## config.mk

```make
export PLATFORM = sky130hd
export DESIGN_NAME = spi_reg_master
export DESIGN_NICKNAME = d
export VERILOG_FILES = /design/src/rtl/spi_reg_master.sv
export SDC_FILE = /design/constraint.sdc
export NUM_CORES = 1
export LEC_CHECK = 0
export CAP_MARGIN = 20
export CORE_ASPECT_RATIO = 0.75
export CORE_UTILIZATION = 45
export DETAILED_ROUTE_END_ITERATION = 16
export PLACE_DENSITY = 0.68
export SLEW_MARGIN = 40
export SYNTH_ARGS = -nofsm -noshare
export SYNTH_HDL_FRONTEND = slang
export SYNTH_SLANG_ARGS = --single-unit
```

## constraint.sdc

```tcl
create_clock -name clk -period 2.1 [get_ports clk]
set_clock_uncertainty 0.2 [all_clocks]
set_input_delay 0.21 -clock clk [delete_from_list [all_inputs] [get_ports clk]]
set_output_delay 0.21 -clock clk [all_outputs]
set_load 0.1 [all_outputs]
```

## src/rtl/spi_reg_master.sv

```systemverilog
`default_nettype none
// ============================================================================
// spi_reg_master : mode-0 SPI initiator for {rw, addr, data} register frames.
// Optional feature macro SPI_REG_MASTER_ABORT_EN adds cmd_abort / rsp_aborted.
// Revision: 1.0 - initial release
// ============================================================================
module spi_reg_master #(
  parameter int ADDR_WIDTH = 7,
  parameter int DATA_WIDTH = 8,
  parameter int CLK_DIV    = 4   // clk cycles per sck half-period, must be >= 2
) (
  input  logic                  clk,
  input  logic                  rst,
  input  logic                  cmd_valid,
  output logic                  cmd_ready,
  input  logic                  cmd_rw,
  input  logic [ADDR_WIDTH-1:0] cmd_addr,
  input  logic [DATA_WIDTH-1:0] cmd_wdata,
  output logic                  rsp_valid,
  output logic [DATA_WIDTH-1:0] rsp_rdata,
`ifdef SPI_REG_MASTER_ABORT_EN
  input  logic                  cmd_abort,
  output logic                  rsp_aborted,
`endif
  output logic                  busy,
  output logic                  sck_o,
  output logic                  sdo_o,
  input  logic                  sdi_i,
  output logic                  cs_no
);

  localparam int FRAME_WIDTH = 1 + ADDR_WIDTH + DATA_WIDTH;
  localparam int TOGGLES     = 2 * FRAME_WIDTH;
  localparam int DIV_W       = $clog2(CLK_DIV);
  localparam int TGL_W       = $clog2(TOGGLES + 1);

  localparam logic [DIV_W-1:0] DIV_LAST   = DIV_W'(CLK_DIV - 1);
  // GAP is one cycle shorter because the IDLE cycle also keeps cs_no high.
  localparam logic [DIV_W-1:0] GAP_LAST   = DIV_W'(CLK_DIV - 2);
  localparam logic [TGL_W-1:0] TGL_LAST   = TGL_W'(TOGGLES);
  localparam logic [TGL_W-1:0] TGL_PENULT = TGL_W'(TOGGLES - 1);

  typedef enum logic [2:0] {
    IDLE  = 3'd0,
    SETUP = 3'd1,
    SHIFT = 3'd2,
    HOLD  = 3'd3,
    GAP   = 3'd4
  } state_t;

  state_t                 state, state_nx;
  logic [DIV_W-1:0]       div_cnt, div_nx;
  logic [TGL_W-1:0]       tgl_cnt, tgl_nx;
  logic [FRAME_WIDTH-1:0] tx_shift, tx_nx;
  logic [DATA_WIDTH-1:0]  rx_shift, rx_nx, rdata_nx;
  logic                   cs_nx, sck_nx, sdo_nx, rvalid_nx, ready_nx;
  logic                   div_done;
`ifdef SPI_REG_MASTER_ABORT_EN
  logic                   aborted_nx;
`endif

  assign div_done = (div_cnt == DIV_LAST);

  always_ff @(posedge clk or posedge rst) begin
    if (rst) begin
      state       <= IDLE;
      div_cnt     <= '0;
      tgl_cnt     <= '0;
      tx_shift    <= '0;
      rx_shift    <= '0;
      cmd_ready   <= 1'b1;
      busy        <= 1'b0;
      cs_no       <= 1'b1;
      sck_o       <= 1'b0;
      sdo_o       <= 1'b0;
      rsp_valid   <= 1'b0;
      rsp_rdata   <= '0;
`ifdef SPI_REG_MASTER_ABORT_EN
      rsp_aborted <= 1'b0;
`endif
    end else begin
      state       <= state_nx;
      div_cnt     <= div_nx;
      tgl_cnt     <= tgl_nx;
      tx_shift    <= tx_nx;
      rx_shift    <= rx_nx;
      cmd_ready   <= ready_nx;
      busy        <= ~ready_nx;
      cs_no       <= cs_nx;
      sck_o       <= sck_nx;
      sdo_o       <= sdo_nx;
      rsp_valid   <= rvalid_nx;
      rsp_rdata   <= rdata_nx;
`ifdef SPI_REG_MASTER_ABORT_EN
      rsp_aborted <= aborted_nx;
`endif
    end
  end

  always_comb begin
    state_nx   = state;
    div_nx     = div_cnt;
    tgl_nx     = tgl_cnt;
    tx_nx      = tx_shift;
    rx_nx      = rx_shift;
    ready_nx   = cmd_ready;
    cs_nx      = cs_no;
    sck_nx     = sck_o;
    sdo_nx     = sdo_o;
    rvalid_nx  = 1'b0;
    rdata_nx   = rsp_rdata;
`ifdef SPI_REG_MASTER_ABORT_EN
    aborted_nx = rsp_aborted;
`endif

    case (state)
      IDLE: begin
        if (cmd_valid && cmd_ready) begin
          tx_nx    = {cmd_rw, cmd_addr, (cmd_rw ? {DATA_WIDTH{1'b0}} : cmd_wdata)};
          rx_nx    = '0;
          div_nx   = '0;
          tgl_nx   = '0;
          cs_nx    = 1'b0;
          sdo_nx   = cmd_rw;
          ready_nx = 1'b0;
          state_nx = SETUP;
        end
      end
      SETUP: begin
        if (div_done) begin
          // The SETUP terminal count is itself the first rising sck edge.
          div_nx   = '0;
          tgl_nx   = TGL_W'(1);
          sck_nx   = 1'b1;
          rx_nx    = {rx_shift[DATA_WIDTH-2:0], sdi_i};
          state_nx = SHIFT;
        end else begin
          div_nx = div_cnt + DIV_W'(1);
        end
      end
      SHIFT: begin
        if (div_done) begin
          div_nx = '0;
          if (tgl_cnt == TGL_LAST) begin
            state_nx = HOLD;
          end else begin
            tgl_nx = tgl_cnt + TGL_W'(1);
            sck_nx = ~sck_o;
            if (!sck_o) begin
              rx_nx = {rx_shift[DATA_WIDTH-2:0], sdi_i};
            end else if (tgl_cnt != TGL_PENULT) begin
              tx_nx  = tx_shift << 1;
              sdo_nx = tx_shift[FRAME_WIDTH-2];
            end
          end
        end else begin
          div_nx = div_cnt + DIV_W'(1);
        end
      end
      HOLD: begin
        if (div_done) begin
          div_nx     = '0;
          cs_nx      = 1'b1;
          sdo_nx     = 1'b0;
          rvalid_nx  = 1'b1;
          rdata_nx   = rx_shift;
`ifdef SPI_REG_MASTER_ABORT_EN
          aborted_nx = 1'b0;
`endif
          state_nx   = GAP;
        end else begin
          div_nx = div_cnt + DIV_W'(1);
        end
      end
      GAP: begin
        if (div_cnt == GAP_LAST) begin
          div_nx   = '0;
          ready_nx = 1'b1;
          state_nx = IDLE;
        end else begin
          div_nx = div_cnt + DIV_W'(1);
        end
      end
      default: begin
        state_nx = IDLE;
        ready_nx = 1'b1;
        cs_nx    = 1'b1;
        sck_nx   = 1'b0;
        sdo_nx   = 1'b0;
      end
    endcase

`ifdef SPI_REG_MASTER_ABORT_EN
    if (cmd_abort && (state == SETUP || state == SHIFT)) begin
      state_nx   = GAP;
      div_nx     = '0;
      tgl_nx     = '0;
      tx_nx      = tx_shift;
      rx_nx      = rx_shift;
      sck_nx     = 1'b0;
      cs_nx      = 1'b1;
      sdo_nx     = 1'b0;
      rvalid_nx  = 1'b1;
      aborted_nx = 1'b1;
    end
`endif
  end

endmodule
`default_nettype wire
```

==> results.md <==
- CTS tree: built
- Worst min path class: primary input to async pin
- Busiest grt layer: met1
- Area contributors post-synth: dfrtp_1, nand2_1, a21oi_1
- Crit Path Max Fanout: 30
- Clk sink count: 48
- Die width: 87.4 um
- Post-cts sizing count: 0
- CP required: 2.08 ns
- Final Slew Violations: 0
- Placeable Area: 5060 um^2
- Kind of critical path: flop to flop
- Root Buffer: clkbuf_8
- Post-synth top cells: nand2_1, dfrtp_1, nor2_1
- Initial antenna violation count: 0
- Clock Path Buffers: 2
- F_max: 0.494 GHz
- Ys async rst share: 1.00
- Fill cell count: 473
- Top cell type's share of synthesized area: 0.467
- Clk_lat worst skew: 0.30 ns
- # IOs: 34
- Share of the yosys chip area belonging to registers: 0.489
- Critical path startpoint category: flop
- Maximum VDD drop: 339 uV
- Final Hold Fails: 0
- Period utilization: 0.965
- Synthesized flop and latch total: 48
- Initial Util: 0.486
- Syn avg cell area: 8.99 um^2
- Syn-to-layout area delta: 26.7%
- Die height: 66.1 um
- Final Total Pwr: 1.72 mW
- Yosys top cell by area: dfrtp_1
- ANT nets after route: 0
- Antenna Cells: 0
- Slew margin rel.: 0.687
- Synth Flop Type: dfrtp_1
- GRT Total Usage: 0.205
- Vias per cell: 5.31
- Synthesized area: 2460 um^2
- Total detailed-routing wirelength: 5090 um
- 1st-iter DRT viols: 144
- H-tree levels: 2
- Buffers on Ports: 33
- RSZ-0062 raised after global routing: true
- Ratio of cells with drive above 1 in the final layout: 0.189
- Most common cell in the synthesized netlist: nand2_1
- WL/cell: 13.1 um
- Placed inst area: 2990 um^2
- Grt total ovfl: 0
- Fin Hold WS: 0.0512 ns
- Postcts setup bufs: 0
- Tmin final: 2.03 ns
- Outcome: completed
- Synth Instances: 274
- Slew @ Worst Pin: 0.470 ns
- CTS Hold Bufs: 0
- Fin area: 3120 um^2
- Rows: 22
- Vias in the first global route: 1,947
- Final HPWL DP: 3570 um
- Distinct cells, synth: 44
- Syn_nets: 300
- Die area: 5780 um^2
- Crit path DAT: 2.01 ns
- Power Density: 551 nW/um^2
- Leak Pwr: 1.48 nW
- Yosys warns: 0
- Largest net degree at the start of global routing: 49
- Routability congestion estimate: 0.796
- 1st-pass router iterations: 4
- MaxCap Viol Count: 0
- Crit. End Element: flop
- GRT met3 Usage: 0.0337
- Number of synthesized flops with an enable pin: 0
- GR Util met2: 0.303
- Global-route wire length before repair: 9150 um
- Setup Viol. Count Final: 0
- Routed vias: 2,069
- Grt met1 use: 0.311
- CTS Buf Count: 5
- Post-layout nets: 343
- DRC viols: 0
- Worst-path clk slew: 0.10 ns
registers in the layout, indices dropped and copies added, names as in the netlist:
name / flops
tgl_cnt: 6
rx_shift: 8
sdo_o: 1
sck_o: 1
div_cnt: 2
rsp_rdata: 8
rsp_valid: 1
busy: 1
state: 3
tx_shift: 15
cs_no: 1
cmd_ready: 1
stage by stage:
| step | setup TNS, ns | instances | util | setup WS, ns |
|---|---|---|---|---|
| 6_report | 0 | 390 | 0.616 | 0.0742 |
| 5_1_grt | -0.0901 | 390 | 0.616 | -0.0402 |
| 4_1_cts | 0 | 390 | 0.613 | 0.00813 |
| 3_5_place_dp | 0 | 382 | 0.590 | 0.0161 |
| 3_3_place_gp | 0 | 382 | 0.590 | 0.0279 |
| 2_1_floorplan | -0.175 | 274 | - | -0.0582 |
worst max-delay path: stages (launching register included):
cell and delay [ns]:
dfrtp_1 0.43, inv_1 0.07, ha_1 0.13, nand3b_1 0.16, o311ai_1 0.43, o21ai_2 0.12
buf_12 0.18, nand4b_1 0.09, o21ai_0 0.09
logic make-up (layout without fill, tap and decap cells):
group,after synthesis,count (layout),share of synthesized area
AO/OA/AOI/OAI,62,62,0.145
XOR/XNOR,1,1,0.00356
adder cells (fa/ha/maj),6,6,0.0305
buffers and inverters,34,78,0.0615
flip-flops,48,48,0.489
multiplexers,13,13,0.0549
AND/OR/NAND/NOR,110,110,0.216
path summary, 6_finish.rpt:
kind / slack, ns / endpoint / startpoint / cells past startpoint
min in group clk: 0.26 / tx_shift[13] / cmd_addr[5] / 3
min: 0.05 / tx_shift[3] / rst / 3
max reg2reg: 0.07 / tx_shift[0] / tgl_cnt[0] / 8
min reg2reg: 0.29 / rsp_rdata[1] / rsp_rdata[1] / 2
max in group asynchronous: 1.37 / cmd_ready / rst / 3
max: 0.07 / tx_shift[0] / tgl_cnt[0] / 8
per-layer routing:
metal  part of all wire  wire [um]  vias up
met3              0.028        145        4
met5                  0          0        -
met1               0.53       2690     1013
li1                   -          -     1022
met2               0.44       2220       30
met4             0.0069         35        0
report_power, final:
part / internal [mW] / switching, mW
Sequential: 0.936 / 0.00628
Combinational: 0.0504 / 0.0380
Clock: 0.359 / 0.329
Total: 1.35 / 0.373
cells in the final DEF, fill, tap and decap left out, types with 3 or more instances in the layout:
| cell type | instances |
|---|---|
| clkdlybuf4s50_1 | 19 |
| a21oi_1 | 20 |
| nor3b_1 | 7 |
| a31oi_1 | 9 |
| o21ai_0 | 15 |
| o31ai_1 | 3 |
| mux2_4 | 3 |
| inv_1 | 15 |
| ha_1 | 5 |
| nor2_1 | 21 |
| buf_4 | 29 |
| clkbuf_8 | 5 |
| nand2b_1 | 4 |
| buf_12 | 4 |
| mux2i_1 | 9 |
| o21ai_1 | 5 |
| nor3_1 | 7 |
| nand2_1 | 50 |
| nand3_1 | 4 |
| dfrtp_1 | 45 |
final cells by class:
cell class / instances / area [um^2] / area share
sequential: 48 / 1210 / 0.387
multi-input combinational: 192 / 1140 / 0.364
timing repair buffer: 54 / 510 / 0.164
tap: 72 / 90.1 / 0.0289
clock buffer: 5 / 68.8 / 0.0220
inverter: 16 / 60.1 / 0.0192
clock inverter: 3 / 46.3 / 0.0148
Power figures use the tool's default switching activity.
